<file path="config.mk">
export PLATFORM = sky130hd
export DESIGN_NAME = fcp_burst_master
export DESIGN_NICKNAME = d
export VERILOG_FILES = /design/src/rtl/fcp_burst_master.sv
export SDC_FILE = /design/constraint.sdc
export NUM_CORES = 1
export LEC_CHECK = 0
export ABC_CLOCK_PERIOD_IN_PS = 4290
export CORE_ASPECT_RATIO = 1.75
export CORE_MARGIN = 2
export CORE_UTILIZATION = 56
export DETAILED_ROUTE_END_ITERATION = 16
export HOLD_SLACK_MARGIN = 0.06
export PLACE_DENSITY = 0.88
export SYNTH_ARGS = -nofsm -noshare
export SYNTH_HDL_FRONTEND = slang
export SYNTH_SLANG_ARGS = --single-unit
</file>
<file path="constraint.sdc">
create_clock -name clk -period 4.29 [get_ports clk]
set_input_delay 0.858 -clock clk [delete_from_list [all_inputs] [get_ports clk]]
set_output_delay 0.858 -clock clk [all_outputs]
set_load 0.05 [all_outputs]
</file>
<file path="src/rtl/fcp_burst_master.sv">
// Frame master for a LANES-wide serial bus: header, acked write or read burst, end marker.
// Header acks time out and retry; the end ack times out without retry.
module fcp_burst_master #(
  parameter int unsigned LANES       = 2,
  parameter int unsigned MAX_BURST   = 8,
  parameter int unsigned ACK_TIMEOUT = 16,
  parameter int unsigned MAX_RETRY   = 3
) (
  input  logic             clk,
  input  logic             rst,
  input  logic             start,
  input  logic [7:0]       header_in,
  input  logic [7:0]       wr_data,
  input  logic             wr_valid,
  output logic             wr_ready,
  output logic [7:0]       rd_data,
  output logic             rd_valid,
  output logic [LANES-1:0] data_out,
  output logic             data_oe,
  input  logic [LANES-1:0] data_in,
  output logic [1:0]       ctrl,
  input  logic             ack,
  output logic             busy,
  output logic             done,
  output logic             error,
  output logic [1:0]       err_code
);

  localparam int unsigned B  = 8 / LANES;
  localparam int unsigned SW = (B > 1) ? $clog2(B) : 1;
  localparam int unsigned TW = $clog2(ACK_TIMEOUT + 1);
  localparam int unsigned RW = $clog2(MAX_RETRY + 1) + 1;

  localparam logic [2:0] StIdle     = 3'd0;
  localparam logic [2:0] StHdr      = 3'd1;
  localparam logic [2:0] StWaitHack = 3'd2;
  localparam logic [2:0] StWdata    = 3'd3;
  localparam logic [2:0] StRdata    = 3'd4;
  localparam logic [2:0] StEnd      = 3'd5;
  localparam logic [2:0] StWaitDack = 3'd6;
  localparam logic [2:0] StFin      = 3'd7;

  localparam logic [1:0] OpWrite = 2'b01;
  localparam logic [1:0] OpRead  = 2'b10;

  logic [2:0]    state_q, state_d;
  logic [7:0]    hdr_q, hdr_d;
  logic [7:0]    shift_q, shift_d;
  logic [SW-1:0] slice_q, slice_d;
  logic [3:0]    byte_q, byte_d;
  logic [RW-1:0] retry_q, retry_d;
  logic [TW-1:0] timer_q, timer_d;
  logic          have_q, have_d;
  logic          err_q, err_d;
  logic [1:0]    err_code_q, err_code_d;
  logic [7:0]    rd_data_q, rd_data_d;
  logic          rd_valid_q, rd_valid_d;

  logic [3:0]    req_len;
  logic [7:0]    rd_next;
  logic          last_slice;
  logic          last_byte;
  logic          timer_end;

  assign req_len    = {1'b0, header_in[2:0]} + 4'd1;
  assign last_slice = (slice_q == SW'(B - 1));
  assign last_byte  = (byte_q == {1'b0, hdr_q[2:0]});
  assign timer_end  = (timer_q == TW'(ACK_TIMEOUT - 1));

  always_comb begin
    rd_next = shift_q << LANES;
    rd_next[LANES-1:0] = data_in;
  end

  always_comb begin
    state_d    = state_q;
    hdr_d      = hdr_q;
    shift_d    = shift_q;
    slice_d    = slice_q;
    byte_d     = byte_q;
    retry_d    = retry_q;
    timer_d    = timer_q;
    have_d     = have_q;
    err_d      = err_q;
    err_code_d = err_code_q;
    rd_data_d  = rd_data_q;
    rd_valid_d = 1'b0;

    case (state_q)
      StIdle: begin
        if (start) begin
          hdr_d      = header_in;
          err_code_d = 2'b00;
          if (header_in[7:6] != OpWrite && header_in[7:6] != OpRead) begin
            state_d    = StFin;
            err_d      = 1'b1;
            err_code_d = 2'b11;
          end else if ({28'd0, req_len} > MAX_BURST) begin
            state_d    = StFin;
            err_d      = 1'b1;
            err_code_d = 2'b10;
          end else begin
            state_d = StHdr;
            shift_d = header_in;
            slice_d = '0;
            retry_d = '0;
          end
        end
      end

      StHdr: begin
        shift_d = shift_q << LANES;
        slice_d = slice_q + 1'b1;
        if (last_slice) begin
          state_d = StWaitHack;
          slice_d = '0;
          timer_d = '0;
        end
      end

      StWaitHack: begin
        timer_d = timer_q + 1'b1;
        // An ack on the final cycle of the window still wins over the timeout.
        if (ack) begin
          byte_d  = '0;
          slice_d = '0;
          have_d  = 1'b0;
          state_d = (hdr_q[7:6] == OpWrite) ? StWdata : StRdata;
        end else if (timer_end) begin
          if (retry_q == RW'(MAX_RETRY)) begin
            state_d    = StFin;
            err_d      = 1'b1;
            err_code_d = 2'b01;
          end else begin
            retry_d = retry_q + 1'b1;
            state_d = StHdr;
            shift_d = hdr_q;
            slice_d = '0;
          end
        end
      end

      StWdata: begin
        if (!have_q) begin
          if (wr_valid) begin
            shift_d = wr_data;
            have_d  = 1'b1;
            slice_d = '0;
          end
        end else begin
          shift_d = shift_q << LANES;
          slice_d = slice_q + 1'b1;
          if (last_slice) begin
            slice_d = '0;
            have_d  = 1'b0;
            byte_d  = byte_q + 1'b1;
            if (last_byte) state_d = StEnd;
          end
        end
      end

      StRdata: begin
        shift_d = rd_next;
        slice_d = slice_q + 1'b1;
        if (last_slice) begin
          slice_d    = '0;
          rd_valid_d = 1'b1;
          rd_data_d  = rd_next;
          byte_d     = byte_q + 1'b1;
          if (last_byte) state_d = StEnd;
        end
      end

      StEnd: begin
        state_d = StWaitDack;
        timer_d = '0;
      end

      StWaitDack: begin
        timer_d = timer_q + 1'b1;
        if (ack) begin
          state_d = StFin;
          err_d   = 1'b0;
        end else if (timer_end) begin
          state_d    = StFin;
          err_d      = 1'b1;
          err_code_d = 2'b01;
        end
      end

      StFin: begin
        state_d = StIdle;
        err_d   = 1'b0;
      end

      default: state_d = StIdle;
    endcase
  end

  always_ff @(posedge clk or negedge rst) begin
    if (!rst) begin
      state_q    <= StIdle;
      hdr_q      <= '0;
      shift_q    <= '0;
      slice_q    <= '0;
      byte_q     <= '0;
      retry_q    <= '0;
      timer_q    <= '0;
      have_q     <= 1'b0;
      err_q      <= 1'b0;
      err_code_q <= 2'b00;
      rd_data_q  <= '0;
      rd_valid_q <= 1'b0;
    end else begin
      state_q    <= state_d;
      hdr_q      <= hdr_d;
      shift_q    <= shift_d;
      slice_q    <= slice_d;
      byte_q     <= byte_d;
      retry_q    <= retry_d;
      timer_q    <= timer_d;
      have_q     <= have_d;
      err_q      <= err_d;
      err_code_q <= err_code_d;
      rd_data_q  <= rd_data_d;
      rd_valid_q <= rd_valid_d;
    end
  end

  always_comb begin
    ctrl     = 2'b00;
    data_oe  = 1'b0;
    data_out = '0;
    wr_ready = 1'b0;
    case (state_q)
      StHdr: begin
        ctrl     = 2'b01;
        data_oe  = 1'b1;
        data_out = shift_q[7 -: LANES];
      end
      StWdata: begin
        // Without a loaded byte this is a byte boundary: idle the bus until data arrives.
        if (have_q) begin
          ctrl     = 2'b10;
          data_oe  = 1'b1;
          data_out = shift_q[7 -: LANES];
        end else begin
          wr_ready = wr_valid;
        end
      end
      StRdata: ctrl = 2'b10;
      StEnd:   ctrl = 2'b11;
      default: ;
    endcase
  end

  assign busy     = (state_q != StIdle);
  assign done     = (state_q == StFin) && !err_q;
  assign error    = (state_q == StFin) && err_q;
  assign err_code = err_code_q;
  assign rd_data  = rd_data_q;
  assign rd_valid = rd_valid_q;

endmodule

</file>
==> impl_metrics.toml <==
[yosys]
yosys_warnings = 0
netlist_area_sq_um = 2610
synth.top_cell.area_share_pct = 44.1
yosysUniqueCellTypes = 50
synth-seq-cells = 46
synthArstFlopShare_pct = 100
yosys-top-cells-count = "46 x dfrtp_1, 31 x nand2_1, 22 x nor2_1"
yosysMostFrequentCell = "dfrtp_1"
synth_edf_count = 0
avgSynthCellArea_sq_um = 9.36
synth_cells = 279
yosys-top-cells-area = "dfrtp_1 44%, mux2_2 5.2%, nand2_1 4.5%"
ys.flop_type = "dfrtp_1"
seq_area_frac_synth_pct = 44.1
syn-num-nets = 308
yosysTopAreaCell = "dfrtp_1"

[clock_network]
ctsHoldBuffers = 0
cts.sinks = 46
ctsHtreeMaxLevel = 2
clk_pin_slew_ns = 0.09
cts_buffer_depth = 2
cts.repair.resized = 0
cts_buffers = 5
post_cts.repair.setup_buffers = 0
clkLatencyLatePin_ns = 0.30
root_buffer = "clkbuf_8"
cts_tree = "built"

[setup_path]
worstSetupEndpointType = "output pin"
rrSetupSlack_ns = 1.89
crit_required_ns = 3.43
cp.arrival_ns = 2.53
crit_fanout = 26
critPathLaunchType = "register"
setup.worst_path.class = "register to output pin"
reg2regPathDepth = 3

[run]
drv_cap = 0

[sta]
rsz0062_at_grt = "no"
fmax_ghz = 0.295
fin_crit_sh_pct = 79.0
report.final.slew_viol_count = 0
slew_headroom_pct = 31.5
finalSetupViolations = 0
fin_crit_ns = 3.39
worst_pin_slew_ns = 1.03
hold_violations = 0
fin_setup_tns_ns = 0
clock_skew_ns = 0.00848

[finish]
drive_gt1_share_pct = 9.24
antenna_cells = 0
final_core_util_pct = 70.4
syn_to_final_growth_pct = 19.9
fin_nets = 342
finalNonFillerCells = 365

[pwr]
ir_worst_vdd_uv = 544
power_uw = 2520
leakagePower_uw = 0.00138
pwr_density_cell_nw_per_um2 = 806

[die]
fp.dieH_um = 94.3
dieArea_sq_um = 5250
initial_utilization_pct = 58.8
dieWidth_um = 55.6
fp-row-count = 32
core_sq_um = 4440
ioPinCount = 43

[placed_design]
dp_cells = 357
gp_congestion = 0.916
place_hpwl_mm = 4.50
numPortBuffers = 42

[drt]
via_per_inst = 6.14
first_pass_iters = 5
wl_per_cell_um = 16.9
wl_mm = 6.19
ant_nets = 0
drc_errors = 0
vias = 2240
dr.first_iter.drc_count = 134

[global_route]
grt_overflow = 0
grtUsageTotal_pct = 25.3
grt_pass1_wl_mm = 10.4
grt_antenna_before_repair = 0
grt_start_max_net_pins = 47
grt_pass1_vias = 2257

[outcome]
status = "completed"

[min_path]
hold_depth = 2
hp-class = "register to register"
## layout make-up
type                       count  area (sq um)
multi-input combinational    202          1320
timing repair buffer          45           438
fill                         329          1310
clock buffer                   8           110
tap                           51          63.8
inverter                      13          48.8
sequential                    46          1150
## sequential cells by signal, indices dropped and copies added, names as in the netlist
name	flops
err_code	2
shift_q	8
err_q	1
rd_valid	1
state_q	3
retry_q	3
rd_data	8
timer_q	5
have_q	1
slice_q	2
byte_q	4
hdr_q	8
## layout by cell type (no fill, tap or decap), types with 7 or more instances in the layout
cell type and instances:
inv_1 13, o31ai_1 8, clkdlybuf4s50_1 41, clkbuf_8 8, dfrtp_1 46, nor2_1 22, nand2_1 31, a21oi_1 15
a22oi_1 10, xor2_1 7, o21ai_0 21, mux2_2 12
## per-layer routing
layer | GRT usage (%) | wire length (um)
met2 | 45.0 | 3220
met1 | 29.0 | 2350
met5 | 0 | 0
met4 | 12.6 | 227
met3 | 4.38 | 383
## cells by family (layout without fill, tap and decap cells)
group,Yosys count,count (layout),share of synthesized area (%)
multiplexers,15,15,6.32
adder cells (fa/ha/maj),6,6,2.87
AO/OA/AOI/OAI,87,87,22.9
flip-flops,46,46,44.1
AND/OR/NAND/NOR,86,86,15.7
buffers and inverters,31,66,5.41
XOR/XNOR,8,8,2.68
## critical path: stages (launching register included)
cell and delay, ns:
dfrtp_1 0.65, and2b_1 0.38, nor2b_1 0.25, and2_1 0.15, clkdlybuf4s50_1 0.79
## per-stage QoR
| stage | instance area [sq um] | worst slack (ns) | hold slack (ns) |
|---|---|---|---|
| after floorplan | 2610 | 1.46 | 0.440 |
| after global placement | 3020 | 1.13 | 0.452 |
| after detailed placement | 3020 | 1.12 | 0.470 |
| after CTS | 3130 | 0.902 | 0.482 |
| after global routing | 3130 | 0.716 | 0.517 |
| final | 3130 | 0.901 | 0.481 |
## power breakdown
| group | total, uW | internal [uW] | switching (uW) |
|---|---|---|---|
| logic | 1390 | 555 | 836 |
| registers | 830 | 624 | 206 |
| clock network | 303 | 163 | 140 |
## worst paths after layout
| path | startpoint | end |
|---|---|---|
| worst max-delay path | state_q[2] | data_out[0] |
| worst min-delay path | shift_q[6] | shift_q[6] |
| worst max register to register | state_q[2] | hdr_q[0] |
| worst min register to register | shift_q[6] | shift_q[6] |
| max in group asynchronous | rst | rd_data[3] |
| min in group asynchronous | rst | hdr_q[5] |
Power figures use the tool's default switching activity.
